--- src/rtl/pong_pkg.sv ---
// Shared constants and helpers for the pong video path.
// Defaults for the ball geometry, counter widths and ball count.
package pong_pkg;

    localparam int DEF_NUM_BALLS       = 2;
    localparam int DEF_H_CNT_WID       = 10;
    localparam int DEF_V_CNT_WID       = 10;
    localparam int DEF_BALL_PIXSIZE    = 8;
    localparam int DEF_PIPELINE_STAGES = 2;

    // A single ball still needs a one-bit index port.
    function automatic int ball_idx_wid(input int n);
        return (n > 1) ? $clog2(n) : 1;
    endfunction

endpackage

--- src/rtl/ball_hit_compare.sv ---
// One ball's square-window test against the current pixel.
// The right and bottom edges are computed one bit wider, so a ball at the screen edge does not wrap.
module ball_hit_compare
    import pong_pkg::*;
#(
    parameter int H_CNT_WID    = DEF_H_CNT_WID,
    parameter int V_CNT_WID    = DEF_V_CNT_WID,
    parameter int BALL_PIXSIZE = DEF_BALL_PIXSIZE
) (
    input  logic [H_CNT_WID-1:0] draw_x,
    input  logic [V_CNT_WID-1:0] draw_y,
    input  logic [H_CNT_WID-1:0] ball_x,
    input  logic [V_CNT_WID-1:0] ball_y,
    input  logic                 ball_en,
    input  logic                 pix_valid,
    output logic                 hit
);

    localparam logic [H_CNT_WID:0] SIZE_H = (H_CNT_WID+1)'(BALL_PIXSIZE);
    localparam logic [V_CNT_WID:0] SIZE_V = (V_CNT_WID+1)'(BALL_PIXSIZE);

    logic [H_CNT_WID:0] px_w;
    logic [H_CNT_WID:0] left_w;
    logic [H_CNT_WID:0] right_w;
    logic [V_CNT_WID:0] py_w;
    logic [V_CNT_WID:0] top_w;
    logic [V_CNT_WID:0] bottom_w;

    assign px_w     = {1'b0, draw_x};
    assign left_w   = {1'b0, ball_x};
    assign right_w  = left_w + SIZE_H;
    assign py_w     = {1'b0, draw_y};
    assign top_w    = {1'b0, ball_y};
    assign bottom_w = top_w + SIZE_V;

    assign hit = pix_valid && ball_en &&
                 (px_w >= left_w) && (px_w < right_w) &&
                 (py_w >= top_w)  && (py_w < bottom_w);

endmodule

--- config.mk ---
export PLATFORM = sky130hd
export DESIGN_NAME = ball_hit_compare
export DESIGN_NICKNAME = d
export VERILOG_FILES = /design/src/rtl/pong_pkg.sv /design/src/rtl/ball_hit_compare.sv
export SDC_FILE = /design/constraint.sdc
export NUM_CORES = 1
export LEC_CHECK = 0
export CAP_MARGIN = 15
export CORE_MARGIN = 2
export CORE_UTILIZATION = 50
export DETAILED_ROUTE_END_ITERATION = 7
export PLACE_DENSITY = 0.91
export SYNTH_ARGS = -nofsm -noshare
export SYNTH_HDL_FRONTEND = slang
export SYNTH_SLANG_ARGS = --single-unit
--- constraint.sdc ---
create_clock -name vclk -period 4.45
set_clock_uncertainty 0.2 [all_clocks]
set_input_delay 0.6675 -clock vclk [all_inputs]
set_output_delay 0.6675 -clock vclk [all_outputs]
set_load 0.02 [all_outputs]
Yosys cells after proc, flatten, opt, wreduce, memory -nomap -nowiden:

Cells that the tools add are included.
W data, S select, Z words.

* bits in registers: 0
* output and inout bits: 1
* logic and storage cells: 11

* $add $sub $neg: 2
* magnitude comparators: 4
* reduce and logical (&&, ||, !) cells: 5

Operators with widths (count)
* $add A10 B4 Y11 const B: 2
* $lt A10 B11 Y1: 2
* $ge A10 B10 Y1: 2
* $logic_and A1 B1 Y1: 5

Depth between registers and ports, before layout:

Gate-level depths: netlist of the first run.

* depth after elaboration: 5
* depth in mapped cells: 9
* depth with buffers taken out: 9

Worst setup path before layout of the first run:

OpenSTA, ideal clock, no wires.

* path type: input to output
* from: in ball_y[3]
* to: out hit
* data arrival time: 2.445 ns
* data required time: 3.582 ns
* slack: 1.138 ns
* stages on the path: 9
* path through: ha_1 -> and3_1 -> xnor2_1 -> ha_1 -> nand2_1 -> nor2_1 -> a2111oi_4 -> a21oi_1 -> nor4_2

* word-level cells in the longest chain between the ends: 3
* elaborated cells on any way between the ends: 5

RTL lines
* start: declaration: RTL line ball_hit_compare.sv:13 `input logic [V_CNT_WID-1:0] ball_y,`
* $add A10 B4 Y11 / $ge A10 B10 Y1 (equally long branches): RTL line ball_hit_compare.sv:34, ball_hit_compare.sv:38
* $lt A10 B11 Y1 / $logic_and A1 B1 Y1 (equally long branches): RTL line ball_hit_compare.sv:38, ball_hit_compare.sv:37
* $logic_and A1 B1 Y1 *: RTL line ball_hit_compare.sv:38 `(py_w >= top_w) && (py_w < bottom_w);`
* end: declaration: RTL line ball_hit_compare.sv:16 `output logic hit`

Mark *: on every way between the ends. The rest lies on a longest branch, timed or not.

Worst setup path in the final report of the first run:

Ends and elaborated chain as after synthesis.

==> results of run 1 <==
-- cell type report --
type | instances | area [sq um]
fillers | 143 | 431.7
inverters | 23 | 86.33
multi-input cells | 112 | 982.2
well taps | 27 | 33.78
repair buffers | 45 | 447.9
-- metal layers --
metal  up-vias  track usage (%)  wire length [um]
met5         -                0                 0
met4         0            1.852                25
met3         4            1.190               119
met2        50            46.93              1425
met1       519            25.27              1113
li1        579                -                 -
-- how the worst min path moves through the flow --
stage	depth (start not counted)	startpoint	slack, ns	to
CTS	5	pix_valid	2.32	hit
finish	5	pix_valid	1.99	hit
global route	5	pix_valid	2.03	hit
detailed placement	5	pix_valid	2.31	hit
global placement	5	pix_valid	2.32	hit
floorplan	3	pix_valid	1.35	hit
-- cells by family (layout without fill, tap and decap cells) --
logic type | Yosys count | after routing | share of synthesized area (%)
and+or+nand+nor | 36 | 36 | 20.14
xor gates and xnor gates | 10 | 10 | 8.196
AOI/OAI and AO/OA | 30 | 30 | 21.43
adders and majority gates | 36 | 36 | 42.15
buffers and inverters | 23 | 68 | 8.078
-- cells in the final DEF (no fill, tap or decap), types with 4 or more instances in the layout --
master and instances:
ha_1 36, xnor2_1 10, nand3_1 7, nor2_1 6, a21oi_1 7, a21o_1 5, inv_2 4, clkdlybuf4s50_1 42
inv_1 18, nand2b_1 4, nand2_1 4
-- repair_timing --
item,4_1_cts,5_1_grt
resized for setup,0,1
endpoints found under the setup margin,0,1
hold buffers,0,0
-- where the power goes --
group | switching, mW | internal (mW)
Clock | 0 | 0
Combinational | 0.0651 | 0.0823
Sequential | 0 | 0
Total | 0.0651 | 0.0823
-- through the flow --
stage	utilization [%]	hold WS (ns)
2_1_floorplan	-	1.350
4_1_cts	78.09	2.318
3_5_place_dp	78.09	2.310
3_3_place_gp	78.09	2.316
6_report	78.22	1.991
5_1_grt	78.22	2.026
-- critical path, stage by stage --
cell	delay, ns
clkdlybuf4s50_1	0.54
and3_1	0.19
nand3_2	0.11
xnor2_1	0.16
ha_1	0.33
nand2_1	0.11
nor2_1	0.07
a2111oi_4	0.31
a21oi_1	0.12
nor4_2	0.24
dlymetal6s2s_1	0.25
==> results by stage, run 1 <==
Floorplanning:
- The die extent in x is 50.23 um.
- The die span in y is 50.23 um.
- After floorplanning, the core was sized to cover 0.001982 sq mm.
- The initial standard-cell utilization of the core is 53.91%.
- The die area is 0.002523 sq mm.
- The initialized floorplan defines 16 standard-cell rows.
- The top-level port count is 43.

Placed design:
- Prior to clock tree synthesis, the placed netlist has a worst setup slack of 0.1215 ns.
- The post-placement cell count is 207.
- The half-perimeter wire length after detailed placement is 2389 um.
- The placed instances occupy a cell area of 0.001548 sq mm.
- At the end of routability-driven placement, the weighted congestion stood at 0.7867.
- The number of input and output port buffers inserted is 43.

Detailed routing:
- The detail route stage leaves a number of antenna-violating nets equal to 0.
- The per-cell via count in the routed design is 5.565.
- Before antenna repair, the detailed router went through 5 iterations.
- The final routed wire length divided by cell count is 12.97 um.
- The DRC violation total after the first TritonRoute iteration is 19.
- For this block, the routed nets add up to 2684 um of wire.
- The remaining design rule violation count is 0.
- The final route contains 1152 vias.

STA:
- The final hold violation count is 0.
- The final worst-path cycle share is 88.64%.
- Adding up every negative setup slack in the final design gives 0 ns.
- In the post-route analysis, the smallest setup slack over all paths is 0.5055 ns.
- The relative slew slack is 79.04%.
- At the pin with the least slew margin, the transition time is 0.3126 ns.
- The number of pins with negative max-slew slack in the final report is 0.
- The post-route minimum period is 3.944 ns.
- Setup violations remaining at the end of the flow were counted as 0.
- Setup repair after global routing left no endpoint under its margin.
- The maximum clock rate is 253.5 MHz.

Cells and area:
- The number of flip-flops and latches is 0.
- The finished cells cover 0.001550 sq mm.
- Cells with a size suffix above 1 make up 7.778% of the layout.
- The clock tree buffer count of the final layout is 0.
- In the final design database the tool counted 260 nets.
- The relative area change from synthesis to final layout is 45.08%.
- The number of standard cells in the final layout excluding fillers is 207.
- The number of diodes is 0.
- Across the whole layout, storage elements account for 0 sq um.

Global route:
- The total routing resource utilization after global routing is 22.57%.
- Entering global routing, the biggest net connects 6 pins.
- The total overflow left after global routing is 0.
- The wire length of the first global-routing pass is 4664 um.
- The number of global-route vias before repair is 1188.
- The initial antenna violation count is 0.

Status:
- The run finished with clean final reports.

Setup path:
- STA puts the critical path data arrival time at 3.08 ns.
- The worst setup path endpoint is hit.
- The category of the critical setup timing path is in2out.
- The worst setup path is launched from an input port.
- In this run the worst path has a maximum fanout of 5.
- The critical path launch point is ball_y[3].
- STA classifies the critical path endpoint as an output port.
- STA puts the critical path data required time at 3.58 ns.

Power and ir drop:
- Power spread over the standard cell area amounts to 95.10 mW/mm^2.
- The overall power of the completed layout is 0.1474 mW.
- The peak supply drop is 59.05 uV.
- The leakage component of the power is 0.7537 nW.

Synthesis:
- By count the netlist is led by ha_1 (36), inv_1 (18), xnor2_1 (10), a21oi_1 (7), nand3_1 (7).
- After synthesis, the cell types taking the most area are ha_1 (42%), xnor2_1 (8.2%), inv_1 (6.3%).
- The net count after synthesis is 213.
- The synthesized instance count is 135.
- The share of the Yosys chip area taken by registers is 0%.
- The average instance in the mapped netlist occupies 7.915 sq um.
- The synthesized cell area is 0.001069 sq mm.
- Of all cell types, the one taking the most synthesized area is ha_1.
- For this run, the number of Yosys warnings is 0.
- The most used standard cell by instance count after synthesis is ha_1.
- Yosys mapped the design onto 32 distinct sky130hd cell types.
- After synthesis, the largest area contributor takes up 42.15% of total cell area.

Min path:
- The path class of the tightest hold or removal check is in2out.

CTS:
- Once the clock tree was built, the setup fixing pass inserted 0 buffers.

Run:
- Max-cap violations in this run came to 0.
Note: power is estimated with default switching activity, not from simulation.
==> run 2: changes to the inputs <==
--- a/config.mk
+++ b/config.mk
@@ -6,10 +6,13 @@
 export NUM_CORES = 1
 export LEC_CHECK = 0
 export CAP_MARGIN = 15
+export CELL_PAD_IN_SITES_DETAIL_PLACEMENT = 0
+export CELL_PAD_IN_SITES_GLOBAL_PLACEMENT = 1
 export CORE_MARGIN = 2
-export CORE_UTILIZATION = 50
+export CORE_UTILIZATION = 35
 export DETAILED_ROUTE_END_ITERATION = 7
-export PLACE_DENSITY = 0.91
+export GPL_ROUTABILITY_DRIVEN = 0
+export PLACE_DENSITY_LB_ADDON = 0.1
 export SYNTH_ARGS = -nofsm -noshare
 export SYNTH_HDL_FRONTEND = slang
 export SYNTH_SLANG_ARGS = --single-unit
==> run 2 against run 1 <==
Effect of this change: fmax decreased by 0.39%; wire length is 2.9% lower; via count down 3.4%; cell count is 2.9% higher; total power fell by 1.2%; first-iteration DRC count increased by 110%; critical endpoint unchanged; largest cell class unchanged.
==> results by stage, run 2 (synthesis gave the netlist of run 1 again) <==
Global route:
- Across every metal layer, demand over resource in global routing totals 16.51%.
- The number of global-route vias before repair is 1178.
- The initial antenna violation count is 0.
- The pin count of the biggest net entering global routing is 6.
- The first global-routing pass estimated 4692 um of wire.
- The total overflow left after global routing is 0.

Cells and area:
- The number of diodes is 0.
- The number of flip-flops and latches is 0.
- Leaving out filler cells and counting taps, the final layout contains 213.
- The commonest non-fill, non-tap cell in the layout is clkdlybuf4s50_1.
- The relative area change from synthesis to final layout is 45.78%.
- The layout net count is 260.
- The utilization after layout is 52.31%.
- In the finished layout, the clock tree contains a buffer count of 0.
- The filler cells instantiated in the layout total 333.
- The multi-input logic area is 982.2 sq um.
- After routing the design area is 0.001558 sq mm.
- Across the whole layout, storage elements account for 0 sq um.
- Leaving out fill and tap cells, the most frequent cells in the layout are clkdlybuf4s50_1 (42), ha_1 (36), inv_1 (18).
- The fraction of layout cells with a size suffix above 1 is 7.778%.

Setup path:
- The critical path is of the in2out type.
- Data on the critical path arrives at its endpoint at 3.09 ns.
- In this design, the stage delay of the slowest critical-path cell is 0.56 ns.
- STA classifies the critical path startpoint as an input port.
- The cell family contributing the most delay on the critical path is buffers and inverters.
- STA puts the critical path data required time at 3.58 ns.
- The critical path contains buffers and inverters numbering 2 combined.
- The cell type of the slowest stage on the worst timing path is clkdlybuf4s50_1.
- The critical path capture point type is an output port.
- The signal on the critical path passes through clkdlybuf4s50_1 > and3_1 > nand3_2 > xnor2_1 > ha_1 > nand2_1 > nor2_1 > a2111oi_4 > a21oi_1 > nor4_2 > dlymetal6s2s_1.
- The maximum fanout along the worst path is 5.

Floorplanning:
- During I/O placement, the number of pins put on the boundary was 43.
- The die span in y is 59.26 um.
- Once the floorplan was initialized, standard cells occupied 35.88% of the core.
- The row count is 20.
- The die area is 0.003511 sq mm.
- The region available for standard cell placement spans 0.002978 sq mm.
- In this run the horizontal extent of the chip is 59.26 um.

Detailed routing:
- The remaining design rule violation count is 0.
- Once detail routing completed, the nets flagged for antenna violations numbered 0.
- The number of vias in the routed layout is 1113.
- The DRC violation total after the first TritonRoute iteration is 39.
- Using the TritonRoute via totals, the vias-per-cell ratio works out to 5.225.
- In the final routed layout, each cell accounts on average for 12.24 um.
- The first-pass detailed-route iteration total is 2.
- Wires add up to 2607 um.

STA:
- The number of pins with negative max-slew slack in the final report is 0.
- In the finished design, the share of the clock period the worst path needs comes to 88.99%.
- The final total negative setup slack is 0 ns.
- Setup violations remaining at the end of the flow were counted as 0.
- Setup repair after global routing left no endpoint under its margin.
- The final hold violation count is 0.
- Hold timing on the final database bottoms out at a slack of 1.983 ns.
- The routed design could run at a clock period as short as 3.960 ns.
- The maximum clock rate is 252.5 MHz.
- At the pin with the least slew margin, the transition time is 0.3545 ns.
- Measured against its own limit, the worst slew margin works out to 76.37%.

Power and ir drop:
- Across the VDD grid, the largest voltage drop is 36.87 uV.
- The leakage component of the power is 0.7537 nW.
- The cell area power density is 93.47 mW/mm^2.

Placed design:
- Port buffering added 43 buffers.
- The cell area after placement is 0.001555 sq mm.
- The number of placed instances, taps included, is 213.
- Detailed placement finished with a half-perimeter wire length of 2468 um.

Min path:
- The startpoint identified for the worst hold timing path is pix_valid.
- The worst hold path belongs to the class in2out.
- The number of instances on the worst hold path is 5.
- The worst hold endpoint is hit.

Run:
- The number of violations of the max-capacitance limit is 0.

CTS:
- After clock tree synthesis, the flow added hold-fix buffers numbering 0.

Status:
- The run finished with clean final reports.
-- run 2: cell counts in the layout (fill, tap and decap cells not counted) --
No cell type changed its count.
-- run 2: power by group --
part / switching, mW / internal [mW] / total [mW] / leakage [nW]
Sequential: 0 / 0 / 0 / 0
Clock: 0 / 0 / 0 / 0
Combinational: 0.0635 / 0.0821 / 0.146 / 0.754
-- run 2: stage by stage --
| step | power [mW] | worst slack [ns] |
|---|---|---|
| floorplan | 0.08162 | 1.138 |
| global placement | 0.1423 | 0.1472 |
| detailed placement | 0.1469 | 0.09284 |
| CTS | 0.1479 | 0.09294 |
| global route | 0.1667 | 0.3507 |
| finish | 0.1456 | 0.4899 |
-- run 2: layout make-up --
cell class	instances	share of cell area [%]
Timing Repair Buffer	45	28.76
Inverter	23	5.542
Multi-Input combinational cell	112	63.05
Tap cell	33	2.651
-- run 2: worst max path at each step --
stage | start | end | slack, ns | cells past startpoint
2_1_floorplan | ball_y[3] | hit | 1.14 | 9
3_3_place_gp | ball_y[3] | hit | 0.15 | 11
3_5_place_dp | ball_y[3] | hit | 0.09 | 11
4_1_cts | ball_y[3] | hit | 0.09 | 11
5_1_grt | ball_y[3] | hit | 0.35 | 11
6_report | ball_y[3] | hit | 0.49 | 11
-- run 2: what timing repair did --
item                       CTS  global route
setup buffers                0             0
setup endpoints to repair    0             1
resized for setup            0             1
-- run 2: metal layers --
metal	share of wire, %	GRT usage [%]
met5	0	0
met4	1.0	1.299
met3	3.0	0.2183
met2	55	35.79
met1	41	17.69
-- run 2: worst min-delay path, delay by kind of cell --
family / cells / cell delay, ns
AND/OR/NAND/NOR: 1 / 0.04
AO/OA/AOI/OAI: 2 / 0.21
buffers and inverters: 2 / 0.60
